## config.mk

```make
export PLATFORM = sky130hd
export DESIGN_NAME = bit32_demux1to2_stream
export DESIGN_NICKNAME = d
export VERILOG_FILES = /design/src/rtl/bit32_demux1to2_stream_pkg.sv /design/src/rtl/bit32_demux1to2_stream_demux_out_slot.sv /design/src/rtl/bit32_demux1to2_stream.sv
export SDC_FILE = /design/constraint.sdc
export NUM_CORES = 1
export LEC_CHECK = 0
export ABC_AREA = 1
export CORE_MARGIN = 8
export CORE_UTILIZATION = 40
export DETAILED_ROUTE_END_ITERATION = 6
export PLACE_DENSITY = 0.72
export SYNTH_ARGS = -nofsm -noshare
export SYNTH_HDL_FRONTEND = slang
export SYNTH_SLANG_ARGS = --single-unit
```

## constraint.sdc

```tcl
create_clock -name clk -period 1.5 [get_ports clk]
set_input_delay 0.3 -clock clk [delete_from_list [all_inputs] [get_ports clk]]
set_output_delay 0.3 -clock clk [all_outputs]
set_load 0.02 [all_outputs]
```

## src/rtl/bit32_demux1to2_stream_pkg.sv

```systemverilog
`default_nettype none
// ============================================================================
// Module   : bit32_demux1to2_stream_pkg
// Brief    : Shared defaults and select encodings for the 1-to-2 stream demux.
// Revision : 1.0 - initial release
// ============================================================================
package bit32_demux1to2_stream_pkg;

  localparam int WIDTH_DEF = 32;
  localparam int CNT_W_DEF = 16;

  // in_sel encodings naming the destination port
  localparam logic SEL_PORT0 = 1'b0;
  localparam logic SEL_PORT1 = 1'b1;

endpackage : bit32_demux1to2_stream_pkg
`default_nettype wire

```

## src/rtl/bit32_demux1to2_stream_demux_out_slot.sv

```systemverilog
`default_nettype none
// ============================================================================
// Module   : demux_out_slot
// Brief    : One output port of the demux: a single registered data/valid slot
//            with load/drain handling and a wrapping transfer counter.
// Revision : 1.0 - initial release
// ============================================================================
module demux_out_slot
  import bit32_demux1to2_stream_pkg::*;
#(
  parameter int WIDTH = WIDTH_DEF,
  parameter int CNT_W = CNT_W_DEF
) (
  input  logic             clk,
  input  logic             rst,
  input  logic             load,
  input  logic [WIDTH-1:0] load_data,
  input  logic             ready,
  output logic [WIDTH-1:0] data,
  output logic             valid,
  output logic [CNT_W-1:0] cnt
);

  logic xfer;

  assign xfer = valid && ready;

  // Slot register: a load always wins (covers drain-and-refill); a drain alone empties the slot.
  always_ff @(posedge clk) begin
    if (rst) begin
      data  <= '0;
      valid <= 1'b0;
    end else if (load) begin
      data  <= load_data;
      valid <= 1'b1;
    end else if (xfer) begin
      valid <= 1'b0;
    end
  end

  // Count completed transfers on this port; wraps silently.
  always_ff @(posedge clk) begin
    if (rst) begin
      cnt <= '0;
    end else if (xfer) begin
      cnt <= cnt + 1'b1;
    end
  end

endmodule : demux_out_slot
`default_nettype wire

```

## src/rtl/bit32_demux1to2_stream.sv

```systemverilog
`default_nettype none
// ============================================================================
// Module   : bit32_demux1to2_stream
// Brief    : 1-to-2 valid/ready stream demultiplexer. Each input word is
//            steered by in_sel into one of two registered output slots.
// Revision : 1.0 - initial release
// ============================================================================
module bit32_demux1to2_stream
  import bit32_demux1to2_stream_pkg::*;
#(
  parameter int WIDTH = WIDTH_DEF,
  parameter int CNT_W = CNT_W_DEF
) (
  input  logic             clk,
  input  logic             rst,
  input  logic [WIDTH-1:0] in_data,
  input  logic             in_sel,
  input  logic             in_valid,
  output logic             in_ready,
  output logic [WIDTH-1:0] out0_data,
  output logic             out0_valid,
  input  logic             out0_ready,
  output logic [WIDTH-1:0] out1_data,
  output logic             out1_valid,
  input  logic             out1_ready,
  output logic [CNT_W-1:0] cnt0,
  output logic [CNT_W-1:0] cnt1
);

  logic accept;
  logic load0;
  logic load1;

  // Readiness looks only at the selected port, so a stalled port never blocks the other one.
  always_comb begin
    in_ready = 1'b0;
    if (in_sel == SEL_PORT1) begin
      in_ready = !out1_valid || out1_ready;
    end else begin
      in_ready = !out0_valid || out0_ready;
    end
  end

  assign accept = in_valid && in_ready;
  assign load0  = accept && (in_sel == SEL_PORT0);
  assign load1  = accept && (in_sel == SEL_PORT1);

  demux_out_slot #(
    .WIDTH (WIDTH),
    .CNT_W (CNT_W)
  ) u_slot0 (
    .clk       (clk),
    .rst       (rst),
    .load      (load0),
    .load_data (in_data),
    .ready     (out0_ready),
    .data      (out0_data),
    .valid     (out0_valid),
    .cnt       (cnt0)
  );

  demux_out_slot #(
    .WIDTH (WIDTH),
    .CNT_W (CNT_W)
  ) u_slot1 (
    .clk       (clk),
    .rst       (rst),
    .load      (load1),
    .load_data (in_data),
    .ready     (out1_ready),
    .data      (out1_data),
    .valid     (out1_valid),
    .cnt       (cnt1)
  );

endmodule : bit32_demux1to2_stream
`default_nettype wire

```

[Word level (Yosys, flattened, before mapping)]
Index checks and enable logic that the tools add are counted.
Cells by class
  $add $sub $neg: 2
  $mul: 0
  divide/modulo/power cells: 0
  magnitude comparators: 0
  equality and inequality tests: 0
  shift-type cells: 0
  multiplexer cells: 5
  bitwise logic cells: 1
  reduce and logical (&&, ||, !) cells: 11
Operator list (number)
  $add A16 B1 Y16 const B: 2
  $logic_and A1 B1 Y1: 5
  $mux W1: 5
  $reduce_bool A2 Y1: 2
  $logic_not A1 Y1: 2
  $logic_or A1 B1 Y1: 2
  $not A1 Y1: 1
Storage, ports and cells
  flip-flop bits (word level): 98
  bits in latches: 0
  bits in writable memories: 0
  ROM bits: 0
  input port bits: 38
  output and inout port bits: 99
  word-level logic and storage cells: 25
  memories kept: 0

[Depth between registers and ports, before layout]
Gate-level depths: netlist of the first run.
  word-level depth: 6
  gate-level depth with buffers: 8
  gate-level depth less buffers: 8

[By module]
From an unflattened synthesis of the first run, not the netlist that was laid out.
Second synthesis, totals
  cell total of the unflattened synthesis: 540
  area total of the unflattened synthesis: 3991.3 µm²
Modules (own cells, without submodules)
  demux_out_slot: times used 2, cells an instance 265, area an instance 1971.9 µm², sequential area each 980.9 µm²
  bit32_demux1to2_stream: times used 1, cells an instance 10, area an instance 47.5 µm², sequential area each 0.0 µm²

[Worst setup path before layout of the first run]
Ideal clock, no wire load.
  path type: register to register
  start point: reg u_slot0.cnt[1]
  end point: reg u_slot0.cnt[12]
  library setup time: 0.113 ns
  data arrival time: 1.291 ns
  required time: 1.387 ns
  path slack: 0.096 ns
  stages on the path, launching flop included: 7
  path buffers: 0
  period minus slack after synthesis: 1.404 ns
  path through: dfxtp_1 -> ha_1 -> nand3_1 -> nor3_4 -> nand3_1 -> nor2_1 -> nor2_1
On the way
  cells in the longest elaborated chain, start to end: 1
Ends and longest elaborated chain
  from (decl): RTL line bit32_demux1to2_stream_demux_out_slot.sv:21  | output logic [CNT_W-1:0] cnt
  from (signal assigned): RTL line bit32_demux1to2_stream_demux_out_slot.sv:46  | cnt <= cnt + 1'b1;
  $add A16 B1 Y16: RTL line bit32_demux1to2_stream_demux_out_slot.sv:46
Every way passes these cells.
A chain may end at the register's enable or synchronous reset.

[Final worst setup path of the first run]
  start point: reg u_slot1.cnt[2]
  end point: out cnt1[2]
RTL lines
  from (decl): RTL line bit32_demux1to2_stream_demux_out_slot.sv:21
  from (signal assigned): RTL line bit32_demux1to2_stream_demux_out_slot.sv:46
  to (decl): RTL line bit32_demux1to2_stream.sv:27  | output logic [CNT_W-1:0] cnt1
No word-level cell between the ends.

==> results of run 1 <==
-- flip-flops by register name, summed over array words and instances, names as in the netlist --
signal and flops:
u_slot1.valid 1, u_slot1.cnt 16, u_slot0.cnt 16, u_slot1.data 32, u_slot0.valid 1, u_slot0.data 32
-- worst max-delay path by stage --
stage | from | endpoint | slack (ns) | depth (start not counted)
global route | u_slot0.cnt[1] | u_slot0.cnt[14] | -0.05 | 7
global placement | out0_ready | in_ready | -0.57 | 6
detailed placement | out0_ready | in_ready | -0.56 | 6
CTS | u_slot0.valid | out0_valid | 0.0003 | 2
finish | u_slot1.cnt[2] | cnt1[2] | 0.04 | 1
floorplan | u_slot0.cnt[1] | u_slot0.cnt[12] | 0.1 | 6
-- metal layers --
| layer | GRT usage [%] | up-vias | wire, um |
|---|---|---|---|
| met1 | 18.0 | 1799 | 4710 |
| met5 | 0 | - | 0 |
| met2 | 29.2 | 117 | 5340 |
| met4 | 6.74 | 0 | 160 |
| li1 | - | 2001 | - |
| met3 | 8.07 | 15 | 1270 |
-- worst register-to-register path, stage by stage, from the launching register on --
cell	delay [ns]
dfxtp_4	0.38
ha_2	0.20
nand3_2	0.10
nor3_4	0.33
nand3_2	0.15
nand2_1	0.09
nand2_1	0.05
nor2_1	0.07
-- logic make-up (layout without fill, tap and decap cells) --
| family | after synthesis | count (layout) |
|---|---|---|
| compound gates | 101 | 101 |
| fa+ha+maj | 2 | 2 |
| buf+inv | 66 | 223 |
| flops | 98 | 98 |
| simple gates | 269 | 269 |
-- final cells by class --
type,instances,area (sq um)
clock buffer,10,138
clock inverter,6,65.1
fill,949,3880
inverter,44,165
multi-input combinational,372,1710
sequential,98,1970
tap,133,166
timing repair buffer,163,1500
-- power by group through the flow --
stage	clock network [W]	logic (W)	registers, W
global route	0.00192	0.000854	0.00280
detailed placement	0	0.000871	0.00285
finish	0.00174	0.000784	0.00279
global placement	0	0.000862	0.00285
floorplan	0	0.000233	0.00300
CTS	0.00178	0.000792	0.00279
-- per-stage QoR --
stage,TNS [ns],std cells
after detailed placement,-15.86,810
after global routing,-0.127,826
final,0,826
after CTS,0,826
after global placement,-14.31,810
after floorplan,0,536
-- cell usage in the layout (no fill, tap or decap), types with 6 or more instances in the layout --
| cell type | Yosys | routed |
|---|---|---|
| nand2_2 | 5 | 10 |
| buf_4 | 1 | 22 |
| clkbuf_8 | 0 | 10 |
| dfxtp_1 | 98 | 94 |
| clkdlybuf4s50_1 | 0 | 35 |
| nor2_2 | 4 | 6 |
| nand3_1 | 18 | 13 |
| inv_1 | 40 | 40 |
| nand2_1 | 63 | 58 |
| o21ai_1 | 11 | 11 |
| nor2_1 | 167 | 165 |
| a21oi_1 | 19 | 19 |
| dlygate4sd2_1 | 0 | 97 |
| o21ai_0 | 68 | 68 |
-- timing repair --
item,in CTS,in global routing
pin swaps,0,3
endpoints found under the hold margin,0,0
endpoints found under the setup margin,99,12
resized for setup,110,20
==> impl_metrics.ini, run 1 <==
[status]
status = finished, final reports clean

[critical_path]
r2r_setup_slack_ns = 0.07
crit_slowest_cell = dfxtp_1
ff2ff_path_depth = 7
r2r_end = u_slot0.cnt[14]
end_kind = output pin
critical-path-max-stage-delay_ns = 0.44
cp_top_family = flip-flops
arrival_ns = 1.16
crit_fanout = 4
startpoint_type = register
path_buf_inv = 1
worstReg2RegStart = u_slot0.cnt[1]
required_ns = 1.20
crit_type = reg -> out
worstPathCellList = dlygate4sd2_1

[finish]
syn_to_final_growth_pct = 47.4
drive_gt1_share_pct = 11.5
fin_util_pct = 59.6
num-nets-final = 728
n_antenna_cell = 0
fin_area_sq_mm = 0.00572

[pwr]
p_int_w = 0.00387
comb_power_share_pct = 14.8
total_power_w = 0.00531
pwr-share-seq_pct = 52.5
leakagePower_nw = 2.84
power_density_mw_per_mm2 = 929
sw_frac_of_total_pct = 27.1
peakVddDrop_v = 0.000669
clock_power_share_pct = 32.7
p_sw_w = 0.00144

[sta]
tightest_slew_ns = 0.338
slew_viol_final = 0
skew_ns = 0.00818
period_minus_slack_ns = 1.46
finalHoldViolations = 0
fmax_mhz = 685
final.setup.worst_slack_ns = 0.0406
fin_crit_sh_pct = 97.3
timing.slew.headroom_pct = 77.3
fin_hold_ws_ns = 0.348
finalSetupViolations = 0

[flow_run]
cap_viol_max_count = 0

[logic_synthesis]
synth_mux_area_share_pct = 0
synth_area_sq_mm = 0.00388
yosysUniqueCellTypes = 22
synth_seq_cells = 98
synth_top_cell_by_area = dfxtp_1
synthCells = 536
synth_most_common_cell = nor2_1
synth_warnings = 0
synthXorXnorAreaFrac_pct = 0
syn-num-nets = 576
synth_area_per_cell_sq_um = 7.23
synth_top_family_by_area = simple AND/OR/NAND/NOR gates
synthSimpleGateAreaFrac_pct = 28.6
synth-adder-area-share_pct = 0.645
synth.top_cell.area_share_pct = 50.6
yosys-top-cells-area = dfxtp_1, nor2_1, o21ai_0
yosys-top-cells-count = nor2_1, dfxtp_1, o21ai_0
synth_top_flop_cell = dfxtp_1
synth-seq-area-share_pct = 50.6
synth-compound-area-share_pct = 13.2
synth_edf_count = 0
synthArstFlopShare_pct = 0

[clock_tree]
cts_tree = built
cts.sinks = 98
clkTransAtPathRegs_ns = 0.10
clock_latency_ns = 0.35
cts_max_level = 3
cts-root-buf = clkbuf_8
cts_buffers = 9
cts_setup_buffers = 0
cts_max_path_buffers = 2
cts_hold_buffers = 0

[global_routing]
grt_pass1_wl_um = 18200
grt_pass1_vias = 3882
antenna_found_initial = 0
grt_max_degree = 51
grt_usage_pct = 17.2
overflow = 0

[floorplan]
initial_utilization_pct = 40.4
core_area_sq_mm = 0.00959
die_x_um = 114
ios = 137
row_count = 36
die_h_um = 114
dieArea_sq_mm = 0.0131

[route]
drt_pass1_iterations = 4
drt-initial-drc-count = 157
drcViolationCount = 0
antenna_left = 0
via_count = 3932
post_drt_via_cell_ratio = 4.76
routedWlPerCell_um = 13.9
drt_wl_total_um = 11500

[placed_design]
placed_area_sq_mm = 0.00557
hpwl_um = 8440
globalplace.congestion = 0.821
dp_slack_ns = -0.562
io_buffers = 136

[worst_hold_path]
worst_hold_path_type = in -> reg
min_from = out1_ready
hold_path_end = u_slot1.valid
whs_path_depth = 6
No activity file was read; power rests on OpenSTA's default activity.
==> run 2: changes to the inputs <==
--- a/config.mk
+++ b/config.mk
@@ -6,10 +6,12 @@
 export NUM_CORES = 1
 export LEC_CHECK = 0
 export ABC_AREA = 1
+export CELL_PAD_IN_SITES_DETAIL_PLACEMENT = 0
+export CELL_PAD_IN_SITES_GLOBAL_PLACEMENT = 1
 export CORE_MARGIN = 8
-export CORE_UTILIZATION = 40
+export CORE_UTILIZATION = 31
 export DETAILED_ROUTE_END_ITERATION = 6
-export PLACE_DENSITY = 0.72
+export PLACE_DENSITY = 0.79
 export SYNTH_ARGS = -nofsm -noshare
 export SYNTH_HDL_FRONTEND = slang
 export SYNTH_SLANG_ARGS = --single-unit
==> run 2 against run 1 <==
Global-route usage is 2.3 points lower. Power rose by 10%. Clock skew down 0.00067 ns. Worst setup slack better by 0.021 ns. Cell area rose by 2.5%. Largest power group unchanged. Non-clock buffer count is 6 higher. Core utilization fell by 12 points. Via count is 0.84% lower.
==> impl_metrics.ini, run 2 (same netlist as run 1, synthesis figures left out) <==
[critical_path]
crit_slowest_cell = dfxtp_1
worstReg2RegStart = u_slot0.cnt[0]
worstPathCellList = dlygate4sd2_1
r2r_end = u_slot0.cnt[8]
arrival_ns = 1.14
end_kind = output pin
required_ns = 1.20
r2r_setup_slack_ns = 0.08
crit_fanout = 5
startpoint_type = register
cp_top_family = flip-flops
ff2ff_path_depth = 7
crit_type = reg -> out
path_buf_inv = 1
critical-path-max-stage-delay_ns = 0.43

[sta]
skew_ns = 0.00751
period_minus_slack_ns = 1.44
finalSetupViolations = 0
fmax_mhz = 695
finalHoldViolations = 0
timing.slew.headroom_pct = 81.2
slew_viol_final = 0
tightest_slew_ns = 0.282
fin_crit_sh_pct = 95.9
rsz0062_at_grt = no

[route]
antenna_left = 0
post_drt_via_cell_ratio = 4.48
drt_wl_total_um = 12100
drt-initial-drc-count = 167
via_count = 3899
drt_pass1_iterations = 4
routedWlPerCell_um = 13.9
drcViolationCount = 0

[clock_tree]
cts_max_level = 3
cts.sinks = 98
clock_latency_ns = 0.34
cts_max_path_buffers = 2
cts_buffers = 9
cts_tree = built
clkTransAtPathRegs_ns = 0.07
cts_hold_buffers = 0
cts-root-buf = clkbuf_16

[finish]
final_cells = 871
num-nets-final = 734
drive_gt1_share_pct = 11.0
mostFrequentLayoutCell = nor2_1
reg_top3 = u_slot0.data: 32 flops, u_slot1.data: 32 flops
nFillCells = 1272
syn_to_final_growth_pct = 51.1
fin_area_sq_mm = 0.00586
n_antenna_cell = 0
final_cell_mix = nor2_1, dlygate4sd2_1, dfxtp_1

[pwr]
p_sw_w = 0.00163
pwr-share-seq_pct = 47.7
power_density_mw_per_mm2 = 999
clock_power_share_pct = 38.9
p_int_w = 0.00423
peakVddDrop_v = 0.000519
comb_power_share_pct = 13.4
leakagePower_nw = 2.91
sw_frac_of_total_pct = 27.8

[floorplan]
row_count = 41
initial_utilization_pct = 31.2
die_h_um = 128
dieArea_sq_mm = 0.0163
core_area_sq_mm = 0.0124
ios = 137
die_x_um = 128

[placed_design]
place_inst = 851
hpwl_um = 8940
io_buffers = 136
globalplace.congestion = 0.803
placed_area_sq_mm = 0.00563

[global_routing]
grt_usage_pct = 14.9
antenna_found_initial = 1
grt_use_met3_pct = 7.90
grt_pass1_wl_um = 19600
grt_max_degree = 36
use_met2_pct = 24.5
grt_pass1_vias = 3906
gr-max-usage-layer = met2
met1_usage_pct = 16.4
overflow = 0

[status]
status = finished, final reports clean

[worst_hold_path]
worst_hold_path_type = reg -> reg
hold_path_end = u_slot0.data[1]
whs_path_depth = 2
min_from = u_slot0.data[1]

[flow_run]
cap_viol_max_count = 0
run 2: cell count changes in the layout (fill, tap and decap cells not counted), moves of 2 or more:
cell           before  now
buf_4              22   29
clkbuf_16           0    9
clkbuf_8           10    0
clkinv_2            2    0
clkinv_4            1    3
dlygate4sd2_1      97  100
nand2_1            58   61
nand2_2            10    7
nand3_1            13   17
nand3_2             5    1
nor2_1            165  167
nor2_2              6    4
run 2: metal layers:
metal,wire (um),share of wire [%]
met3,1340,11
met4,129,1.1
met2,5550,46
met5,12,0.099
met1,5050,42
run 2: worst max path at each step:
stage / cells after the start / from / end
finish: 1 / u_slot0.cnt[9] / cnt0[9]
global route: 1 / u_slot0.cnt[9] / cnt0[9]
CTS: 6 / u_slot0.cnt[1] / u_slot0.cnt[14]
detailed placement: 9 / out0_ready / u_slot0.data[24]
global placement: 7 / out1_ready / u_slot1.cnt[5]
floorplan: 6 / u_slot0.cnt[1] / u_slot0.cnt[12]
run 2: cell type report:
class	count	area, sq um	share of cell area, %
timing repair buffer	169	1540	26.3
tap	172	215	3.67
clock inverter	7	71.3	1.22
multi-input combinational	372	1670	28.5
sequential	98	1970	33.7
clock buffer	9	225	3.84
inverter	44	165	2.82
run 2: what timing repair did:
action,4_1_cts,5_1_grt
pin swaps,0,2
resized for setup,104,11
setup endpoints to repair,99,10
buffers inserted,0,4
run 2: per-stage QoR:
| step | setup slack [ns] | setup TNS [ns] | util, % | power (W) | hold WS (ns) |
|---|---|---|---|---|---|
| after floorplan | 0.0963 | 0 | - | 0.00323 | 0.435 |
| after global placement | -0.215 | -15.32 | 45.3 | 0.00372 | 0.477 |
| after detailed placement | -0.244 | -16.23 | 45.3 | 0.00373 | 0.483 |
| after CTS | 0.0179 | 0 | 46.8 | 0.00595 | 0.497 |
| after global routing | 0.00165 | 0 | 47.2 | 0.00613 | 0.541 |
| final | 0.0620 | 0 | 47.2 | 0.00585 | 0.497 |
run 2: power by group through the flow:
stage / clock network (W) / logic, W / registers [W]
final: 0.00227 / 0.000785 / 0.00279
after global routing: 0.00246 / 0.000865 / 0.00281
after CTS: 0.00236 / 0.000795 / 0.00279
after detailed placement: 0 / 0.000879 / 0.00286
after global placement: 0 / 0.000872 / 0.00285
after floorplan: 0 / 0.000233 / 0.00300
==> run 3: changes to the inputs <==
--- a/config.mk
+++ b/config.mk
@@ -12,6 +12,7 @@
 export CORE_UTILIZATION = 31
 export DETAILED_ROUTE_END_ITERATION = 6
 export PLACE_DENSITY = 0.79
+export SLEW_MARGIN = 25
 export SYNTH_ARGS = -nofsm -noshare
 export SYNTH_HDL_FRONTEND = slang
 export SYNTH_SLANG_ARGS = --single-unit
==> results of run 3 <==
Same layout as run 2: the final DEF is identical, and so are final timing and power.
